File: src/rtl/interrupt_response.sv
// CPU-side interrupt responder: takes requests at instruction boundaries, keeps a nesting stack
// of return PCs, redirects fetch to vectors and back on ERET, and drives masks to the controller.
module interrupt_response #(
    parameter int unsigned          ADDR_W     = 32,
    parameter int unsigned          DEPTH      = 4,
    parameter logic [ADDR_W-1:0]    VEC_BASE   = ADDR_W'(32'h0000_3000),
    parameter logic [ADDR_W-1:0]    VEC_STRIDE = ADDR_W'(32'h0000_0020)
) (
    input  logic              clk,
    input  logic              clr_n,
    input  logic              IntRequest,
    input  logic [1:0]        IntNum,
    input  logic              InstrDone,
    input  logic [ADDR_W-1:0] NextPC,
    input  logic              ERET,
    output logic              IntEnable,
    output logic              INM0,
    output logic              INM1,
    output logic              INM2,
    output logic              INM3,
    output logic              Redirect,
    output logic [ADDR_W-1:0] RedirectPC,
    output logic              ERETOut,
    output logic              EretErr,
    output logic [2:0]        Level
);

    localparam logic [2:0] LevelMax = 3'(DEPTH);

    typedef enum logic [1:0] {
        StRun,
        StWaitBnd,
        StVector,
        StReturn
    } state_e;

    state_e            state_q, state_d;
    logic [2:0]        level_q, level_d;
    logic [1:0]        pend_num_q, pend_num_d;
    logic [ADDR_W-1:0] stack_pc_q  [DEPTH];
    logic [ADDR_W-1:0] stack_pc_d  [DEPTH];
    logic [1:0]        stack_num_q [DEPTH];
    logic [1:0]        stack_num_d [DEPTH];

    logic              int_enable_q, int_enable_d;
    logic              redirect_q, redirect_d;
    logic [ADDR_W-1:0] redirect_pc_q, redirect_pc_d;
    logic              eret_out_q, eret_out_d;
    logic              eret_err_q, eret_err_d;
    logic [3:0]        mask_q, mask_d;

    logic [ADDR_W-1:0] top_pc;
    logic [1:0]        top_num_n;
    logic [ADDR_W-1:0] vec_addr;

    assign vec_addr = VEC_BASE + ADDR_W'(pend_num_q) * VEC_STRIDE;

    always_comb begin
        top_pc = '0;
        for (int i = 0; i < int'(DEPTH); i++) begin
            if (level_q == 3'(i + 1)) begin
                top_pc = stack_pc_q[i];
            end
        end
    end

    always_comb begin
        state_d       = state_q;
        level_d       = level_q;
        pend_num_d    = pend_num_q;
        stack_pc_d    = stack_pc_q;
        stack_num_d   = stack_num_q;
        redirect_d    = 1'b0;
        redirect_pc_d = '0;
        eret_out_d    = 1'b0;
        eret_err_d    = 1'b0;

        unique case (state_q)
            StRun: begin
                // ERET takes precedence; a concurrent request is simply sampled again later.
                if (InstrDone && ERET) begin
                    if (level_q != 3'd0) begin
                        level_d       = level_q - 3'd1;
                        state_d       = StReturn;
                        redirect_d    = 1'b1;
                        redirect_pc_d = top_pc;
                        eret_out_d    = 1'b1;
                    end else begin
                        eret_err_d = 1'b1;
                    end
                end else if (IntRequest && int_enable_q) begin
                    pend_num_d = IntNum;
                    state_d    = StWaitBnd;
                end
            end
            StWaitBnd: begin
                if (InstrDone) begin
                    if (ERET && level_q != 3'd0) begin
                        // Tail-chain: the finishing handler's EPC is reused for the new one.
                        for (int i = 0; i < int'(DEPTH); i++) begin
                            if (level_q == 3'(i + 1)) begin
                                stack_num_d[i] = pend_num_q;
                            end
                        end
                        eret_out_d = 1'b1;
                    end else begin
                        if (level_q < LevelMax) begin
                            for (int i = 0; i < int'(DEPTH); i++) begin
                                if (level_q == 3'(i)) begin
                                    stack_pc_d[i]  = NextPC;
                                    stack_num_d[i] = pend_num_q;
                                end
                            end
                            level_d = level_q + 3'd1;
                        end
                        eret_err_d = ERET;
                    end
                    state_d       = StVector;
                    redirect_d    = 1'b1;
                    redirect_pc_d = vec_addr;
                end
            end
            StVector: state_d = StRun;
            StReturn: state_d = StRun;
            default:  state_d = StRun;
        endcase
    end

    always_comb begin
        top_num_n = '0;
        for (int i = 0; i < int'(DEPTH); i++) begin
            if (level_d == 3'(i + 1)) begin
                top_num_n = stack_num_d[i];
            end
        end
        // Sources at or below the in-service priority are masked; higher ones may nest.
        for (int i = 0; i < 4; i++) begin
            mask_d[i] = (level_d != 3'd0) && (2'(i) <= top_num_n);
        end
        int_enable_d = (state_d == StRun) && (level_d < LevelMax);
    end

    always_ff @(posedge clk or negedge clr_n) begin
        if (!clr_n) begin
            state_q       <= StRun;
            level_q       <= 3'd0;
            pend_num_q    <= 2'd0;
            for (int i = 0; i < int'(DEPTH); i++) begin
                stack_pc_q[i]  <= '0;
                stack_num_q[i] <= 2'd0;
            end
            int_enable_q  <= 1'b0;
            redirect_q    <= 1'b0;
            redirect_pc_q <= '0;
            eret_out_q    <= 1'b0;
            eret_err_q    <= 1'b0;
            mask_q        <= 4'd0;
        end else begin
            state_q       <= state_d;
            level_q       <= level_d;
            pend_num_q    <= pend_num_d;
            stack_pc_q    <= stack_pc_d;
            stack_num_q   <= stack_num_d;
            int_enable_q  <= int_enable_d;
            redirect_q    <= redirect_d;
            redirect_pc_q <= redirect_pc_d;
            eret_out_q    <= eret_out_d;
            eret_err_q    <= eret_err_d;
            mask_q        <= mask_d;
        end
    end

    assign IntEnable  = int_enable_q;
    assign INM0       = mask_q[0];
    assign INM1       = mask_q[1];
    assign INM2       = mask_q[2];
    assign INM3       = mask_q[3];
    assign Redirect   = redirect_q;
    assign RedirectPC = redirect_pc_q;
    assign ERETOut    = eret_out_q;
    assign EretErr    = eret_err_q;
    assign Level      = level_q;

endmodule

File: config.mk
export PLATFORM = sky130hd
export DESIGN_NAME = interrupt_response
export DESIGN_NICKNAME = d
export VERILOG_FILES = /design/src/rtl/interrupt_response.sv
export SDC_FILE = /design/constraint.sdc
export NUM_CORES = 1
export LEC_CHECK = 0
export CORE_ASPECT_RATIO = 1.1
export CORE_UTILIZATION = 40
export DETAILED_ROUTE_END_ITERATION = 6
export SLEW_MARGIN = 20
export SYNTH_ARGS = -nofsm -noshare
export SYNTH_HDL_FRONTEND = slang
export SYNTH_SLANG_ARGS = --single-unit
File: constraint.sdc
create_clock -name clk -period 2.5 [get_ports clk]
set_input_delay 0.375 -clock clk [delete_from_list [all_inputs] [get_ports clk]]
set_output_delay 0.375 -clock clk [all_outputs]
set_load 0.01 [all_outputs]
==> results.json, run 1 <==
{
  "final_nets": 745,
  "clk_latency_ns": 0.44,
  "start_util_pct": 41.4,
  "slowest_stage": "mux2_2",
  "finalHoldViolations": 0,
  "period_minus_slack_ns": 2.35,
  "crit_family": "simple AND/OR/NAND/NOR gates",
  "num_vias": 5227,
  "grt_pass1_wl_microns": 30200,
  "clk_pin_slew_ns": 0.07,
  "fmax_ghz": 0.425,
  "setup_viol": 0,
  "drv_slew": 0,
  "cp-start-kind": "flip-flop",
  "grt_usage_pct": 19.8,
  "total_power_mw": 11.3,
  "worst-setup-path-type": "reg2reg",
  "rsz0062_at_grt": "no",
  "clock-sinks": 183,
  "multi_input_area_sq_um": 2990,
  "slew_headroom_pct": 64.3,
  "postCtsSetupBuffers": 0,
  "ios": 82,
  "gp_congestion": 0.861,
  "drv_cap": 0,
  "cts_tree": "built",
  "syn_nets": 642,
  "seq_area_frac_synth_pct": 59.3,
  "cp.arrival_ns": 2.66,
  "final_common_cell": "dfrtp_1",
  "synthArstFlopShare_pct": 100,
  "dp.cells": 924,
  "stdcell_count": 956,
  "grt_max_degree": 68,
  "yosys_register_bits": 183,
  "n_antenna_cell": 0,
  "io_buffers": 81,
  "max_stage_delay_ns": 0.39,
  "path_cells": "inv_1 > ha_2 > nand2b_2 > mux2i_1 > nor3_1 > mux2_2 > mux2i_1 > o22ai_2 > or2_1",
  "holdCritPathClass": "in2async",
  "cp_max_fo": 6,
  "cp.depth": 9,
  "powerDensity_nw_per_um2": 1160,
  "yosysWarnings": 0,
  "fin_crit_sh_pct": 94.0,
  "status": "finished, final reports clean",
  "vias_per_cell": 5.47,
  "clk_path_buf_depth": 2,
  "stdcell_area_sq_um": 9790,
  "utilization_pct": 52.4,
  "avgSynthCellArea_sq_um": 12.9,
  "die_area_sq_um": 19900,
  "overflow": 0,
  "drt-pass1-iter-count": 4,
  "die_h_microns": 148,
  "num_rows": 52,
  "route.detailed.drc": 0,
  "cts-buffers-inserted": 17,
  "areaGrowthSynthToFinish_pct": 26.7,
  "path_common_cell": "mux2i_1",
  "yosysUniqueCellTypes": 46,
  "n_fill_cell": 1592,
  "crit_required_ns": 2.81,
  "final_cell_mix": "dfrtp_1 (183), mux2_2 (135), clkdlybuf4s50_1 (80)",
  "syn_area_sq_um": 7730,
  "final.setup_skew_ns": 0.0175,
  "drt_iter0_drc": 335,
  "placed_area_sq_um": 9130,
  "drt-total-wl_microns": 18100,
  "synth-main-ff-cell": "dfrtp_1",
  "die_x_microns": 135,
  "power_leakage_nw": 4.35,
  "core_sq_um": 18700,
  "antenna_found_initial": 0,
  "worstMarginPinSlew_ns": 0.535,
  "htreeDepth": 4,
  "wl_per_cell_microns": 18.9,
  "grt_pass1_vias": 5700,
  "worst-r2r-cell-count": 9,
  "ant_nets": 0,
  "cts_root_buf": "clkbuf_16",
  "worst_setup_path_end_kind": "flip-flop",
  "layout-drive-gt1-share_pct": 31.8,
  "synth-edff-count": 0,
  "seq_area_sq_um": 4580,
  "ir_worst_vdd_v": 0.000607,
  "cp.buffers_inverters": 1,
  "dp_hpwl_microns": 11500,
  "synthCells": 598
}
## final timing paths
path | end | from | slack, ns
worst min-delay path | RedirectPC[10]$_DFF_PN0_ | clr_n | 0.48
worst max-delay path | mask_q[1]$_DFF_PN0_ | Level[0]$_DFF_PN0_ | 0.15
max in group asynchronous | stack_pc_q[88]$_DFFE_PN0P_ | clr_n | 1.28
worst max register to register | mask_q[1]$_DFF_PN0_ | Level[0]$_DFF_PN0_ | 0.15
min in group clk | stack_pc_q[57]$_DFFE_PN0P_ | stack_pc_q[57]$_DFFE_PN0P_ | 0.50
worst min register to register | stack_pc_q[57]$_DFFE_PN0P_ | stack_pc_q[57]$_DFFE_PN0P_ | 0.50
## routing by layer
layer / vias up / GRT usage, % / routed length, microns
met2: 103 / 33.3 / 9010
met1: 2752 / 25.6 / 8160
met3: 13 / 4.05 / 707
li1: 2359 / - / -
met4: 0 / 6.63 / 227
met5: - / 0 / 0
## through the flow
stage                     setup TNS [ns]  setup WS [ns]  hold WS, ns
after global routing                   0         0.0119        0.504
after global placement           -0.0526        -0.0526        0.372
after floorplan                        0          0.111       0.0794
final                                  0          0.149        0.479
after CTS                              0         0.0153        0.496
after detailed placement          -0.442         -0.221        0.383
## report_power, final
part	internal (mW)	switching, mW
sequential	4.05	0.566
combinational	2.01	1.85
clock	1.73	1.13
## Yosys cell counts, types with 2 or more instances
cell type,n,share of area (%)
o211ai_1,2,0.19
nor3_1,17,1.1
clkbuf_1,17,0.83
a221o_1,17,2.2
dfrtp_1,183,59
mux2_2,135,20
buf_4,2,0.19
nand2_1,32,1.6
mux2i_1,4,0.52
and2_1,4,0.32
nor2b_1,4,0.32
o22ai_1,2,0.16
nand2b_1,7,0.57
nor2_1,33,1.6
o21ai_0,24,1.6
or2_1,3,0.24
o21a_1,3,0.29
inv_1,6,0.29
a21o_1,2,0.19
and3_1,2,0.16
a221oi_1,15,1.7
buf_2,21,1.4
a21oi_1,32,2.1
ha_1,5,0.81
a22oi_1,5,0.49
## registers in the layout (all words and copies together) (netlist names), 2 cells and up
signal / flops
pend_num_q: 2
state_q: 2
RedirectPC: 32
mask_q: 4
Level: 3
stack_num_q: 8
stack_pc_q: 128
## worst reg2reg max path, cell delays in order (launching register included)
cell	delay [ns]
dfrtp_1	0.36
inv_1	0.08
ha_2	0.22
nand2b_2	0.26
mux2i_1	0.15
nor3_1	0.27
mux2_2	0.39
mux2i_1	0.18
o22ai_2	0.12
or2_1	0.21
## timing repair
action,CTS,global route
hold endpoints to repair,55,0
pin swaps,0,1
hold buffers,1,0
endpoints found under the setup margin,1,3
resized for setup,1,5
## kinds of logic (layout without fill, tap and decap cells)
kind of cell	after synthesis	after routing	synth area share [%]
buffers and inverters	49	164	2.93
AOI/OAI and AO/OA	107	107	9.44
muxes	140	140	20.4
adders and majority gates	5	5	0.809
DFF	183	183	59.3
and+or+nand+nor	114	114	7.19
## final cells by class
class	count	share of cell area, %
sequential	183	46.8
multi-input combinational	366	30.6
timing repair buffer	127	12.9
clock buffer	21	4.70
tap	243	3.11
clock inverter	10	1.71
inverter	6	0.230
No activity file was read; power rests on OpenSTA's default activity.
==> inputs of run 2 (changes only) <==
- CAP_MARGIN: unset -> 40
- GPL_TIMING_DRIVEN: unset -> 0
==> run 2 against run 1 <==
Sequential cell count is the same. First-iteration DRC count grew 22%. Core utilization shrank 0.87 points. Power shrank 2.1%. Via count shrank 0.50%. Hold slack gained 0.021 ns. Critical endpoint unchanged. Largest power group unchanged.
==> results.json, run 2 (synthesis results as in run 1) <==
{
  "clock-sinks": 183,
  "die_area_sq_um": 19900,
  "antenna_found_initial": 0,
  "period_minus_slack_ns": 2.45,
  "die_h_microns": 148,
  "utilization_pct": 51.6,
  "largest_reg_flops": 128,
  "status": "finished, final reports clean",
  "grt_pass1_vias": 5343,
  "num_rows": 52,
  "layout-drive-gt1-share_pct": 30.6,
  "drv_slew": 0,
  "final.setup_skew_ns": 0.00671,
  "slew_headroom_pct": 51.3,
  "route.detailed.drc": 0,
  "powerDensity_nw_per_um2": 1150,
  "fin_setup_tns_ns": 0,
  "setup_viol": 0,
  "clk_latency_ns": 0.42,
  "cp_max_fo": 9,
  "fin_crit_sh_pct": 98.2,
  "worstMarginPinSlew_ns": 0.731,
  "fmax_ghz": 0.407,
  "cts_root_buf": "clkbuf_16",
  "dp_hpwl_microns": 11900,
  "worst_setup_path_end_kind": "flip-flop",
  "worstSetupEndpoint": "mask_q[1]$_DFF_PN0_",
  "start_util_pct": 41.4,
  "total_power_mw": 11.1,
  "grt_usage_pct": 19.8,
  "ant_nets": 0,
  "areaGrowthSynthToFinish_pct": 24.6,
  "drt-total-wl_microns": 18600,
  "drt-pass1-iter-count": 4,
  "drv_cap": 0,
  "seq_area_sq_um": 4580,
  "multi_input_area_sq_um": 3030,
  "num_vias": 5201,
  "cp.arrival_ns": 2.77,
  "n_fill_cell": 1587,
  "vias_per_cell": 5.45,
  "ir_worst_vdd_v": 0.000636,
  "timing.hold.ws_ns": 0.500,
  "wl_per_cell_microns": 19.5,
  "final_cell_mix": "dfrtp_1 (181), mux2_2 (133), clkdlybuf4s50_1 (80)",
  "grt_pass1_wl_microns": 29500,
  "core_sq_um": 18700,
  "power_leakage_nw": 4.27,
  "final_nets": 745,
  "post-route-worst-setup-slack_ns": 0.0456,
  "finalHoldViolations": 0,
  "clk_path_buf_depth": 2,
  "htreeDepth": 4,
  "ios": 82,
  "grt_max_degree": 103,
  "cp-start-kind": "flip-flop",
  "worst-r2r-cell-count": 11,
  "n_antenna_cell": 0,
  "cts-buffers-inserted": 17,
  "crit_start": "Level[0]$_DFF_PN0_",
  "worst-setup-path-type": "reg2reg",
  "regMostFlops": "stack_pc_q",
  "drt_iter0_drc": 409,
  "r2r_setup_slack_ns": 0.05,
  "r2r-start": "Level[0]$_DFF_PN0_",
  "cts_tree": "built",
  "overflow": 0,
  "final_common_cell": "dfrtp_1",
  "clk_pin_slew_ns": 0.06,
  "io_buffers": 81,
  "holdCritPathClass": "reg2reg",
  "pre_cts_slack_ns": -0.318,
  "gp_congestion": 0.869,
  "r2r_end": "mask_q[1]$_DFF_PN0_",
  "crit_required_ns": 2.81,
  "die_x_microns": 135
}
## run 2: worst max-delay path, cell delays in order, from the launching register on
cell and delay, ns:
dfrtp_2 0.45, inv_2 0.11, ha_4 0.17, nand2b_1 0.13
buf_6 0.16, nand2_1 0.08, o32ai_1 0.34, or2_1 0.15
buf_2 0.18, mux2i_1 0.23, o22ai_2 0.12, or2_1 0.21
## run 2: cell type report
class,count,area share [%]
inverter,6,0.234
clock buffer,23,5.17
buffer,42,2.33
multi-input combinational,366,31.5
sequential,183,47.6
timing repair buffer,85,9.02
clock inverter,7,0.975
tap,243,3.16
## run 2: layer usage
layer	vias up	global-route usage (%)	part of all wire [%]
li1	2362	-	-
met1	2695	26.7	46
met2	121	32.1	49
met3	23	3.46	3.5
met4	0	7.08	1.8
met5	-	0	0
## run 2: timing repair
item                                   4_1_cts  5_1_grt
endpoints found under the hold margin       81        0
gates resized for setup                     15       22
hold buffers                                 1        0
setup endpoints to repair                   70      110
pin swaps                                    0        2
setup buffers                                1        1
## run 2: how the worst min path moves through the flow
stage / startpoint / end / slack [ns] / cells after the start
final: stack_pc_q[42]$_DFFE_PN0P_ / stack_pc_q[42]$_DFFE_PN0P_ / 0.50 / 1
after global placement: stack_num_q[6]$_DFF_PN0_ / stack_num_q[6]$_DFF_PN0_ / 0.47 / 1
after global routing: stack_num_q[3]$_DFF_PN0_ / stack_num_q[3]$_DFF_PN0_ / 0.51 / 1
after floorplan: clr_n / ERETOut$_DFF_PN0_ / 0.08 / 0
after detailed placement: clr_n / RedirectPC[10]$_DFF_PN0_ / 0.41 / 1
after CTS: stack_num_q[5]$_DFF_PN0_ / stack_num_q[5]$_DFF_PN0_ / 0.50 / 1
## run 2: power breakdown
group	internal [mW]	switching [mW]	total, mW
combinational	1.91	1.87	3.79
clock	1.59	1.07	2.67
sequential	4.06	0.583	4.64
## run 2: per-stage QoR
stage	cell area (sq um)	std cells
2_1_floorplan	7730	598
3_3_place_gp	8840	922
3_5_place_dp	8880	923
4_1_cts	9530	955
5_1_grt	9630	955
6_report	9630	955
==> inputs of run 3 (changes only) <==
- CTS_BUF_LIST: unset -> sky130_fd_sc_hd__clkbuf_8
==> run 3 against run 2 <==
Sequential power about the same. Core utilization decreased by 1.1 points. Combinational power about the same. Worst setup slack improved by 0.060 ns. Die area unchanged. Count of clock-buffer cells in the layout decreased by 1. Fmax increased by 2.5%. Clock power decreased by 25%. Sequential share of layout area increased by 1.0 points. Hold slack got worse by 0.020 ns.
==> results.json, run 3 (synthesis results as in run 1) <==
{
  "power_leakage_nw": 4.18,
  "grt_pass1_vias": 5344,
  "n_fill_cell": 1623,
  "final_nets": 745,
  "period_minus_slack_ns": 2.39,
  "core_sq_um": 18700,
  "die_x_microns": 135,
  "holdCritPathClass": "in2async",
  "gp_congestion": 0.869,
  "grt_max_degree": 103,
  "clk_pin_slew_ns": 0.09,
  "slew_headroom_pct": 51.4,
  "vias_per_cell": 5.43,
  "htreeDepth": 4,
  "drv_slew": 0,
  "final.setup_skew_ns": 0.0119,
  "finalHoldViolations": 0,
  "cp_max_fo": 10,
  "seq_area_sq_um": 4580,
  "clk_latency_ns": 0.47,
  "num_rows": 52,
  "ios": 82,
  "setup_viol": 0,
  "clk_path_buf_depth": 2,
  "crit_required_ns": 2.86,
  "die_h_microns": 148,
  "fmax_ghz": 0.418,
  "regMostFlops": "stack_pc_q",
  "post-route-worst-setup-slack_ns": 0.106,
  "fin_crit_sh_pct": 95.8,
  "grt_pass1_wl_microns": 29400,
  "status": "finished, final reports clean",
  "drt-total-wl_microns": 18400,
  "final_common_cell": "dfrtp_1",
  "grt_usage_pct": 19.7,
  "worst_setup_path_end_kind": "flip-flop",
  "cts_tree": "built",
  "utilization_pct": 50.4,
  "powerDensity_nw_per_um2": 1100,
  "wl_per_cell_microns": 19.3,
  "drt-pass1-iter-count": 5,
  "ir_worst_vdd_v": 0.000485,
  "worst-setup-path-type": "reg2reg",
  "clock-sinks": 183,
  "areaGrowthSynthToFinish_pct": 21.9,
  "timing.hold.ws_ns": 0.480,
  "total_power_mw": 10.4,
  "final_cell_mix": "dfrtp_1 (181), mux2_2 (133), clkdlybuf4s50_1 (80)",
  "start_util_pct": 41.4,
  "rsz0062_at_grt": "yes",
  "n_antenna_cell": 0,
  "die_area_sq_um": 19900,
  "drt_iter0_drc": 338,
  "layout-drive-gt1-share_pct": 30.5,
  "cp-start-kind": "flip-flop",
  "drv_cap": 0,
  "io_buffers": 81,
  "ant_nets": 0,
  "path_cells": "inv_2 > ha_4 > nand2b_1 > buf_6 > nand2_1 > nor2_1 > buf_2 > mux2_2",
  "cts-buffers-inserted": 17,
  "stdcell_count": 955,
  "dp_hpwl_microns": 11900,
  "slowest_stage": "dfrtp_2",
  "largest_reg_flops": 128,
  "cp.arrival_ns": 2.75,
  "dp.cells": 923,
  "num_vias": 5186,
  "overflow": 0,
  "pre_cts_slack_ns": -0.318,
  "multi_input_area_sq_um": 3020,
  "antenna_found_initial": 0,
  "worstMarginPinSlew_ns": 0.729,
  "max_stage_delay_ns": 0.46,
  "cts_root_buf": "clkbuf_8",
  "route.detailed.drc": 0
}
run 3: cell count changes in the layout (fill, tap and decap cells not counted), sizes merged:
cell  change
inv       +1
buf       -1
run 3: report_power, final:
| part | leakage [nW] | total, mW | internal (mW) | switching, mW |
|---|---|---|---|---|
| Clock | 0.204 | 2.01 | 1.00 | 1.01 |
| Combinational | 1.60 | 3.76 | 1.90 | 1.85 |
| Sequential | 2.38 | 4.62 | 4.05 | 0.574 |
run 3: layout make-up:
class                   instances  share of cell area, %
plain buffers                  42                   2.40
clock buffers                  22                   3.21
clock inverters                 8                   1.04
inverters                       6                  0.239
multi-input cells             366                   32.0
flip-flops and latches        183                   48.6
well taps                     243                   3.23
repair buffers                 85                   9.22
run 3: per-stage QoR:
stage | cell area [sq um] | TNS, ns
2_1_floorplan | 7730 | 0
3_3_place_gp | 8840 | -1137.50
3_5_place_dp | 8880 | -19.46
4_1_cts | 9340 | 0
5_1_grt | 9420 | -0.0535
6_report | 9420 | 0
run 3: routing by layer:
metal  up-vias  global-route usage, %  share of wire, %
met5         -                      0                 0
met4         0                   6.18               1.7
met3        21                   3.94               4.3
met2       133                   32.1                49
met1      2675                   26.6                45
li1       2357                      -                 -
run 3: path summary, 6_finish.rpt:
| kind | endpoint | slack (ns) | cells past startpoint | start |
|---|---|---|---|---|
| max | stack_pc_q[68]$_DFFE_PN0P_ | 0.11 | 8 | Level[0]$_DFF_PN0_ |
| min in group clk | stack_pc_q[42]$_DFFE_PN0P_ | 0.50 | 1 | stack_pc_q[42]$_DFFE_PN0P_ |
| max reg2reg | stack_pc_q[68]$_DFFE_PN0P_ | 0.11 | 8 | Level[0]$_DFF_PN0_ |
| max in group asynchronous | Level[1]$_DFF_PN0_ | 1.08 | 3 | clr_n |
| min | RedirectPC[10]$_DFF_PN0_ | 0.48 | 2 | clr_n |
| min reg2reg | stack_pc_q[42]$_DFFE_PN0P_ | 0.50 | 1 | stack_pc_q[42]$_DFFE_PN0P_ |
run 3: critical path, delay by kind of cell, from the launching register on:
kind	cells	cell delay, ns
fa+ha+maj	1	0.18
buf+inv	3	0.66
flops	1	0.46
mux	1	0.38
simple gates	3	0.57
run 3: what timing repair did:
| action | in CTS | in global routing |
|---|---|---|
| pin swaps | 0 | 2 |
| buffers inserted | 1 | 1 |
| hold buffers | 1 | 0 |
| resized for setup | 15 | 21 |
| hold endpoints to repair | 81 | 0 |
| endpoints found under the setup margin | 72 | 112 |
==> variant 1 (config.mk and constraints of run 3) <==
Change the parameter `ADDR_W` from 32 to 64.
--- a/src/rtl/interrupt_response.sv
+++ b/src/rtl/interrupt_response.sv
@@ -2,5 +2,5 @@
 // of return PCs, redirects fetch to vectors and back on ERET, and drives masks to the controller.
 module interrupt_response #(
-    parameter int unsigned          ADDR_W     = 32,
+    parameter int unsigned          ADDR_W     = 64,
     parameter int unsigned          DEPTH      = 4,
     parameter logic [ADDR_W-1:0]    VEC_BASE   = ADDR_W'(32'h0000_3000),
Ports: changed (resized NextPC and RedirectPC); port bits go from 82 to 146. The function was not compared with the original's and may differ.
==> variant 1 against run 3 <==
  * Sequential cell count rose by 160
  * Highest routed layer is now met5
  * Synthesized area rose by 83%
  * Combinational power increased by 80%
  * Die area increased by 82%
  * Wire length rose by 94%
  * Design area up 89%
  * Total power grew 98%
  * Setup slack worse by 0.051 ns
==> variant 1: results (changes against run 3) <==
status=finished clean (unchanged); Seq. cell area=8590 um^2 (was 4580 um^2); initial antenna violation count=5 (was 0); area of the multi-input gates=5280 um^2 (was 3020 um^2); crit path DAT=2.96 ns (was 2.75 ns); Buffers, non-clock=236 (was 127); clk slew on worst S/H paths=0.06 ns (was 0.09 ns); clock power share=24.8% (was 19.4%); non-clk buf share=12.0% (was 11.6%); Clock Latency Late Sink=0.61 ns (was 0.47 ns); DP Cell Count=1637 (was 923); reg2reg end=mask_q[3] (was stack_pc_q[68]); post-synth cell types=55 (was 46); number of global-route vias before repair=9849 (was 5344); dpl hpwl=23600 um (was 11900 um); n_diodes=3 (was 0); Clock buf/inv share=6.86% (was 4.25%); final clock skew=0.0135 ns (was 0.0119 ns); share of cells above drive strength 1=34.3% (was 30.5%); gpl congestion=0.777 (was 0.869); drt total wl=35900 um (was 18400 um); worst vdd rail ir drop=0.000570 V (was 0.000485 V); Finished Layout Cells=1756 (was 955); CP peak stage delay=0.48 ns (was 0.46 ns); DR iter-0 viols=503 (was 338); fillers=3029 (was 1623); inverters=5 (was 6); r2r setup slk=0.05 ns (was 0.11 ns); max reg flops=256 (was 128); syn nets=1127 (was 642); adder-cell share of the synthesized area=0.442% (was 0.809%); Seq/Total Area, Yosys=60.6% (was 59.3%); gr usage total=20.3% (was 19.7%); top cell family by delay on the critical path=compound AO/OA/AOI/OAI gates (was buffers and inverters); syn avg cell area=13.5 um^2 (was 12.9 um^2); net switching power=6.60 mW (was 3.43 mW); synth top area cells=dfrtp_1 (61%), mux2_2 (20%), a221o_1 (4.2%) (was dfrtp_1 (59%), mux2_2 (20%), a221o_1 (2.2%)); Hold WS=0.206 ns (was 0.480 ns); DR pass1 iterations=6 (was 5)
==> variant 1: changes by cell type after synthesis, moves of 36 or more <==
cell            run 3  this run
nand2_1            32        79
mux2_2            135       253
o21ai_0            24        68
dfrtp_1           183       343
a221o_1            17        60
a21oi_1            32        68
==> variant 1: layer usage <==
layer  wire length (um)  vias to the layer above
met2              17500                      251
met4                630                        4
met1              15800                     4916
met5                 23                        -
li1                   -                     4272
met3               1930                       52
==> variant 1: timing repair <==
item | CTS | global route
resized for setup | 62 | 21
hold buffers | 1 | 0
hold endpoints to repair | 60 | 0
endpoints found under the setup margin | 303 | 114
buffers inserted | 3 | 9
pin swaps | 2 | 1
gates cloned | 0 | 0
==> variant 1: through the flow <==
| step | worst slack, ns | area (um^2) |
|---|---|---|
| CTS | 0.0294 | 17700 |
| global placement | -14.03 | 16100 |
| global route | -0.0603 | 17800 |
| finish | 0.0548 | 17800 |
| floorplan | 0.155 | 14200 |
| detailed placement | -0.562 | 16300 |
